`config.mk`:
```
export PLATFORM = sky130hd
export DESIGN_NAME = lane_game_engine_flat
export DESIGN_NICKNAME = d
export VERILOG_FILES = /design/src/rtl/lane_game_engine_if.sv /design/src/rtl/lane_game_engine.sv /design/src/flat_wrapper.sv
export SDC_FILE = /design/constraint.sdc
export NUM_CORES = 1
export LEC_CHECK = 0
export ABC_AREA = 1
export CELL_PAD_IN_SITES_DETAIL_PLACEMENT = 0
export CELL_PAD_IN_SITES_GLOBAL_PLACEMENT = 1
export CORE_UTILIZATION = 27
export CTS_BUF_LIST = sky130_fd_sc_hd__clkbuf_4
export CTS_CLUSTER_DIAMETER = 200
export DETAILED_ROUTE_END_ITERATION = 16
export DONT_BUFFER_PORTS = 1
export MAX_ROUTING_LAYER = met4
export PLACE_DENSITY_LB_ADDON = 0.1
export SLEW_MARGIN = 10
export SYNTH_ARGS = -nofsm -noshare
export SYNTH_HDL_FRONTEND = slang
export SYNTH_SLANG_ARGS = --single-unit
export TNS_END_PERCENT = 100
```
`constraint.sdc`:
```
create_clock -name clk -period 6.7 [get_ports clk]
set_clock_uncertainty 0.2 [all_clocks]
set_input_delay 1.34 -clock clk [delete_from_list [all_inputs] [get_ports clk]]
set_output_delay 1.34 -clock clk [all_outputs]
set_load 0.01 [all_outputs]
```
`src/rtl/lane_game_engine_if.sv`:
```
// Video-side bundle of the lane game: raster position in, registered RGB out.
// The hvsync side is the master and the game engine is the slave.
interface lane_game_engine_if;
   logic [9:0] CounterX;
   logic [9:0] CounterY;
   logic       inDisplayArea;
   logic       vga_r;
   logic       vga_g;
   logic       vga_b;

   modport master (output CounterX, CounterY, inDisplayArea, input vga_r, vga_g, vga_b);
   modport slave  (input CounterX, CounterY, inDisplayArea, output vga_r, vga_g, vga_b);
endinterface

```
`src/rtl/lane_game_engine.sv`:
```
// Lane-crossing game core: player square, one scrolling block per lane,
// idle/play/win/lose sequencing, collision, score and registered 1-bit pixels.
//
// state  | meaning
// QI     | idle, positions held at reset values, wait for start
// QGAME  | playing, acts on tick: collide -> lose, top reached -> score, else move
// QWIN   | score reached MAX_SCORE, frozen until start drops
// QLOSE  | player hit a block, frozen until start drops
module lane_game_engine #(
   parameter int NUM_LANES  = 6,
   parameter int SCREEN_W   = 640,
   parameter int SCREEN_H   = 480,
   parameter int LANE_Y0    = 48,
   parameter int LANE_PITCH = 64,
   parameter int LANE_THICK = 8,
   parameter int BLOCK_W    = 20,
   parameter int SPEED      = 10,
   parameter int STEP       = 2,
   parameter int P_HALF     = 16,
   parameter int MAX_SCORE  = 10
) (
   input  logic                clk,
   input  logic                reset_n,
   input  logic                tick,
   input  logic                start,
   input  logic                btnU,
   input  logic                btnD,
   input  logic                btnL,
   input  logic                btnR,
   lane_game_engine_if.slave   vid,
   output logic [1:0]          state,
   output logic [3:0]          score,
   output logic [9:0]          player_x,
   output logic [9:0]          player_y,
   output logic                collision
);

   typedef enum logic [1:0] {QI = 2'b00, QGAME = 2'b01, QWIN = 2'b10, QLOSE = 2'b11} state_t;

   localparam logic [9:0]  PX0    = 10'(SCREEN_W / 2);
   localparam logic [9:0]  PY0    = 10'(SCREEN_H - 1 - P_HALF);
   localparam logic [9:0]  P_LO   = 10'(P_HALF);
   localparam logic [9:0]  X_HI   = 10'(SCREEN_W - 1 - P_HALF);
   localparam logic [9:0]  Y_HI   = 10'(SCREEN_H - 1 - P_HALF);
   localparam logic [10:0] PH     = 11'(P_HALF);
   localparam logic [10:0] STP    = 11'(STEP);
   localparam logic [10:0] LO_LIM = 11'(P_HALF + STEP);
   localparam logic [10:0] X_HI11 = 11'(SCREEN_W - 1 - P_HALF);
   localparam logic [10:0] Y_HI11 = 11'(SCREEN_H - 1 - P_HALF);
   localparam logic [10:0] SPD    = 11'(SPEED);
   localparam logic [10:0] SW     = 11'(SCREEN_W);
   localparam logic [10:0] BW_M1  = 11'(BLOCK_W - 1);
   localparam logic [10:0] LT     = 11'(LANE_THICK);
   localparam logic [10:0] BX_SPN = 11'(BLOCK_W - 1 + P_HALF);
   localparam logic [10:0] LY_SPN = 11'(LANE_THICK - 1 + P_HALF);
   localparam logic [3:0]  WIN_SC = 4'(MAX_SCORE);

   state_t      state_q, state_d;
   logic [3:0]  score_d;
   logic [9:0]  px_d, py_d;
   logic [9:0]  block_x [NUM_LANES];
   logic [9:0]  block_x_d [NUM_LANES];
   logic        pix_r, pix_g, pix_b;
   logic [10:0] px11, py11, cx11, cy11;

   function automatic logic [9:0] block_rst(input int i);
      return 10'(i * (SCREEN_W / NUM_LANES));
   endfunction

   function automatic logic [10:0] lane_y0(input int i);
      return 11'(LANE_Y0 + i * LANE_PITCH);
   endfunction

   assign state = state_q;
   assign px11  = {1'b0, player_x};
   assign py11  = {1'b0, player_y};
   assign cx11  = {1'b0, vid.CounterX};
   assign cy11  = {1'b0, vid.CounterY};

   // Both sides are shifted by P_HALF so the compares never go negative.
   always_comb begin
      collision = 1'b0;
      for (int i = 0; i < NUM_LANES; i++) begin
         if (({1'b0, block_x[i]} <= px11 + PH) && ({1'b0, block_x[i]} + BX_SPN >= px11) &&
             (lane_y0(i) <= py11 + PH) && (lane_y0(i) + LY_SPN >= py11))
            collision = 1'b1;
      end
   end

   always_comb begin
      pix_r = (cx11 + PH >= px11) && (cx11 <= px11 + PH) &&
              (cy11 + PH >= py11) && (cy11 <= py11 + PH);
      pix_g = 1'b0;
      pix_b = 1'b0;
      for (int i = 0; i < NUM_LANES; i++) begin
         if ((cy11 >= lane_y0(i)) && (cy11 < lane_y0(i) + LT)) begin
            if ((cx11 >= {1'b0, block_x[i]}) && (cx11 <= {1'b0, block_x[i]} + BW_M1))
               pix_g = 1'b1;
            else
               pix_b = 1'b1;
         end
      end
   end

   always_comb begin
      state_d = state_q;
      score_d = score;
      px_d    = player_x;
      py_d    = player_y;
      for (int i = 0; i < NUM_LANES; i++) block_x_d[i] = block_x[i];

      case (state_q)
         QI: begin
            px_d = PX0;
            py_d = PY0;
            for (int i = 0; i < NUM_LANES; i++) block_x_d[i] = block_rst(i);
            if (start) begin
               state_d = QGAME;
               score_d = 4'd0;
            end
         end
         QGAME: begin
            if (tick) begin
               if (collision) begin
                  state_d = QLOSE;
               end else if (player_y == P_LO) begin
                  score_d = score + 4'd1;
                  px_d    = PX0;
                  py_d    = PY0;
                  if (score_d == WIN_SC) state_d = QWIN;
               end else begin
                  if (btnD && !btnU)
                     py_d = (py11 + STP > Y_HI11) ? Y_HI : 10'(py11 + STP);
                  else if (btnU && !btnD)
                     py_d = (py11 < LO_LIM) ? P_LO : 10'(py11 - STP);
                  else if (btnR && !btnL)
                     px_d = (px11 + STP > X_HI11) ? X_HI : 10'(px11 + STP);
                  else if (btnL && !btnR)
                     px_d = (px11 < LO_LIM) ? P_LO : 10'(px11 - STP);
                  for (int i = 0; i < NUM_LANES; i++) begin
                     if (i % 2 == 0)
                        block_x_d[i] = ({1'b0, block_x[i]} + SPD >= SW) ?
                                       10'({1'b0, block_x[i]} + SPD - SW) :
                                       10'({1'b0, block_x[i]} + SPD);
                     else
                        block_x_d[i] = ({1'b0, block_x[i]} < SPD) ?
                                       10'({1'b0, block_x[i]} + SW - SPD) :
                                       10'({1'b0, block_x[i]} - SPD);
                  end
               end
            end
         end
         default: begin
            if (!start) begin
               state_d = QI;
               px_d    = PX0;
               py_d    = PY0;
               for (int i = 0; i < NUM_LANES; i++) block_x_d[i] = block_rst(i);
            end
         end
      endcase
   end

   always_ff @(posedge clk or negedge reset_n) begin
      if (!reset_n) begin
         state_q  <= QI;
         score    <= 4'd0;
         player_x <= PX0;
         player_y <= PY0;
         for (int i = 0; i < NUM_LANES; i++) block_x[i] <= block_rst(i);
         vid.vga_r <= 1'b0;
         vid.vga_g <= 1'b0;
         vid.vga_b <= 1'b0;
      end else begin
         state_q  <= state_d;
         score    <= score_d;
         player_x <= px_d;
         player_y <= py_d;
         for (int i = 0; i < NUM_LANES; i++) block_x[i] <= block_x_d[i];
         vid.vga_r <= pix_r & vid.inDisplayArea;
         vid.vga_g <= pix_g & vid.inDisplayArea;
         vid.vga_b <= pix_b & vid.inDisplayArea;
      end
   end

endmodule

```
`src/flat_wrapper.sv`:
```
// flat-port wrapper written by rule: the top's interface ports become plain ports
module lane_game_engine_flat 
#(
   parameter int NUM_LANES  = 6,
   parameter int SCREEN_W   = 640,
   parameter int SCREEN_H   = 480,
   parameter int LANE_Y0    = 48,
   parameter int LANE_PITCH = 64,
   parameter int LANE_THICK = 8,
   parameter int BLOCK_W    = 20,
   parameter int SPEED      = 10,
   parameter int STEP       = 2,
   parameter int P_HALF     = 16,
   parameter int MAX_SCORE  = 10
)
  (clk, reset_n, tick, start, btnU, btnD, btnL, btnR, state, score, player_x, player_y, collision, vid_CounterX, vid_CounterY, vid_inDisplayArea, vid_vga_r, vid_vga_g, vid_vga_b);
  lane_game_engine_if vid_i ();
  input  logic clk;
  input  logic reset_n;
  input  logic tick;
  input  logic start;
  input  logic btnU;
  input  logic btnD;
  input  logic btnL;
  input  logic btnR;
  output logic [1:0] state;
  output logic [3:0] score;
  output logic [9:0] player_x;
  output logic [9:0] player_y;
  output logic collision;
  input wire logic [$bits(vid_i.CounterX)-1:0] vid_CounterX;
  input wire logic [$bits(vid_i.CounterY)-1:0] vid_CounterY;
  input wire logic [$bits(vid_i.inDisplayArea)-1:0] vid_inDisplayArea;
  output wire logic [$bits(vid_i.vga_r)-1:0] vid_vga_r;
  output wire logic [$bits(vid_i.vga_g)-1:0] vid_vga_g;
  output wire logic [$bits(vid_i.vga_b)-1:0] vid_vga_b;
  assign vid_i.CounterX = vid_CounterX;
  assign vid_i.CounterY = vid_CounterY;
  assign vid_i.inDisplayArea = vid_inDisplayArea;
  assign vid_vga_r = vid_i.vga_r;
  assign vid_vga_g = vid_i.vga_g;
  assign vid_vga_b = vid_i.vga_b;
  lane_game_engine #(.NUM_LANES(NUM_LANES), .SCREEN_W(SCREEN_W), .SCREEN_H(SCREEN_H), .LANE_Y0(LANE_Y0), .LANE_PITCH(LANE_PITCH), .LANE_THICK(LANE_THICK), .BLOCK_W(BLOCK_W), .SPEED(SPEED), .STEP(STEP), .P_HALF(P_HALF), .MAX_SCORE(MAX_SCORE)) u_core (.clk(clk), .reset_n(reset_n), .tick(tick), .start(start), .btnU(btnU), .btnD(btnD), .btnL(btnL), .btnR(btnR), .vid(vid_i), .state(state), .score(score), .player_x(player_x), .player_y(player_y), .collision(collision));
endmodule
```
==> flow_summary.toml <==
[grt]
grt_first_pass_wirelength_mm = 79.3
gr-total-overflow = 0
grt_max_degree = 109
antenna_found_initial = 2
grt_pass1_vias = 12950
track_usage_pct = 20.5

[placed_design]
dp_slack_ns = 1.73
dp_hpwl_mm = 38.1
io_buffers = 0
place_congestion = 0.824

[power_and_ir_drop]
power_frac_seq_pct = 19.3
p_switching_mw = 3.54
p_leak_nw = 7.23
pwr-share-comb_pct = 74.4
p_per_area_mw_per_mm2 = 400
power_frac_clock_pct = 6.3
irDropWorstVdd_v = 0.000183
internal_power_mw = 2.42
sw_frac_of_total_pct = 59.5

[setup_path]
crit_slowest_cell = "xor2_1"
r2r_slack_ns = 1.85
r2r_start = "u_core.player_x[8]"
cp.required_ns = 5.16
timing_worst_setup_path_type = "reg2out"
start_kind = "flop"
r2r_cells = 18
reg2reg_to = "u_core.block_x[51]"
worstSetupEndpointType = "output port"
worstPathCellList = "inv_1 > nor3_1 > nand2_1 > xor2_1 > ha_1 > nand2_1 > nor2_1 > nand4_1 > nand2_1 > a21oi_1 > nor2_1 > nand2_1 > o21ai_1 > nor2_2 > nand2_4"
cpMostUsedCell = "nand2_1"
worstPathMaxFanout = 11
path_delay_family = "simple AND/OR/NAND/NOR gates"
cp.arrival_ns = 4.06
path_buf_inv = 1
crit_path_max_incr_delay_ns = 0.68

[floorplanning]
core_sq_mm = 0.0515
die_h_um = 231
io-pin-count = 59
dieWidth_um = 231
die_area_sq_mm = 0.0533
start_util_pct = 27.4
rows = 83

[detailed_routing]
avgRoutedWirePerCell_um = 19.0
drc_errors = 0
dr_wl_met2_mm = 23.8
antenna_left = 0
wl_met1_mm = 25.5
drt_wl_total_mm = 51.6
highest_layer = "met4"
via_count = 13113
drt_iter0_markers = 655
first_pass_iters = 5
wl_met3_mm = 1.30
via_per_inst = 4.83

[cts]
post_cts_resized = 0
clk_path_buf_depth = 2
cts_hold_buf = 0
root_buffer = "clkbuf_4"
path_clk_slew_ns = 0.18
cts_buffers = 9
clk_latency_ns = 0.61
cts_setup_buffers = 0
clock_sinks = 83
htree_levels = 3
cts_tree = "built"

[sta]
finalCritPeriodShare_pct = 83.6
final.setup.worst_slack_ns = 1.10
worst_pin_slew_ns = 0.970
fmax_mhz = 179
holdWs_ns = 0.199
finalHoldViolCount = 0
fin_setup_tns_ns = 0
maxSlewHeadroom_pct = 35.1
period_needed_ns = 5.60
rsz0062_at_grt = "false"
setup_violations = 0
maxSlewViolCount = 0

[yosys]
yosysTopAreaCell = "ha_1"
syn-num-nets = 2380
synth.area.top_cells = "ha_1, nand2_1, dfrtp_1"
synth-seq-cells = 83
synth_top_area_share_pct = 25.5
postSynth.asyncResetShare_pct = 100
synth_common_cells = "nand2_1, ha_1, nor2_1"
syn_avg_cell_area_sq_um = 6.85
synth-edff-count = 0
yosysWarnings = 0
yosys.cell_count.top_type = "nand2_1"
ys.flop_type = "dfrtp_1"
yosysUniqueCellTypes = 52
yosysSeqAreaShare_pct = 15.0
synth_cells = 2063
syn_area_sq_mm = 0.0141

[cells_and_area]
register_area_sq_mm = 0.00211
fillCellCount = 5745
area_growth_pct = 5.39
multi_input_area_sq_mm = 0.0109
drive_above_1_share_pct = 7.48
fin_nets = 2345

[hold_path]
hold_class = "in2async"

[job]
cap_viol_max_count = 0

[outcome]
outcome = "finished clean"
[metrics by stage]
stage / utilization [%] / cell area, sq um / instances / power, mW
CTS: 28.9 / 14900 / 2713 / 6.04
detailed placement: 28.6 / 14700 / 2697 / 5.62
finish: 28.9 / 14900 / 2716 / 5.96
global placement: 28.6 / 14700 / 2697 / 5.59
floorplan: - / 14100 / 2063 / 4.44
global route: 28.9 / 14900 / 2716 / 6.75
[registers in the layout (all words and copies together), names as in the netlist]
register and flops:
u_core.block_x 54, u_core.player_x 10, u_core.player_y 10, u_core.score 4
u_core.state 2, u_core.vid.vga_b 1, u_core.vid.vga_g 1, u_core.vid.vga_r 1
[worst max path at each step]
stage | from | end | slack (ns) | cells past startpoint
5_1_grt | u_core.player_x[8] | collision | 0.67 | 15
6_report | u_core.player_x[8] | collision | 1.10 | 15
3_3_place_gp | u_core.player_x[8] | collision | 1.78 | 15
2_1_floorplan | u_core.player_x[4] | collision | 2.56 | 15
4_1_cts | u_core.player_x[8] | collision | 0.96 | 15
3_5_place_dp | u_core.player_x[8] | collision | 1.73 | 15
[per-layer routing]
metal | global-route usage [%] | vias to the layer above
met4 | 5.05 | 0
met5 | - | -
li1 | - | 6827
met1 | 27.0 | 6088
met3 | 2.35 | 34
met2 | 33.1 | 164
[power groups by stage]
stage	Sequential [mW]	Combinational (mW)	Clock, mW
after floorplan	0.912	3.53	0
after global placement	1.17	4.43	0
after detailed placement	1.16	4.46	0
after CTS	1.15	4.49	0.401
after global routing	1.19	5.15	0.408
final	1.15	4.43	0.376
[placed cells by master, fill, tap and decap left out, types with 10 or more instances in the layout]
master,netlist,routed
nor3_1,33,33
nand3_1,104,104
nand2_1,463,463
nand4_1,41,41
xor2_1,118,118
o21ai_0,83,83
nand3b_1,19,19
a21oi_1,111,111
dfstp_2,30,30
nand2_2,26,26
nor2_1,236,235
inv_2,10,10
o21a_1,16,16
o21ai_1,24,24
a21o_1,13,13
o21ai_2,31,31
or2_2,10,10
dfrtp_1,53,53
o211ai_1,16,16
ha_1,288,288
inv_1,204,204
[kinds of logic after synthesis]
group,after synthesis,synth area share [%]
XOR/XNOR,124,7.68
AO/OA/AOI/OAI,331,14.0
adder cells (fa/ha/maj),288,25.5
buffers and inverters,274,8.05
AND/OR/NAND/NOR,963,29.8
flip-flops,83,15.0
[cell type report]
type | instances | area share (%)
repair buffers | 7 | 0.353
diodes | 3 | 0.0504
flip-flops and latches | 83 | 14.2
inverters | 221 | 5.57
clock buffers | 9 | 0.454
multi-input cells | 1706 | 73.1
clock inverters | 7 | 0.563
well taps | 680 | 5.71
Power figures use the tool's default switching activity.
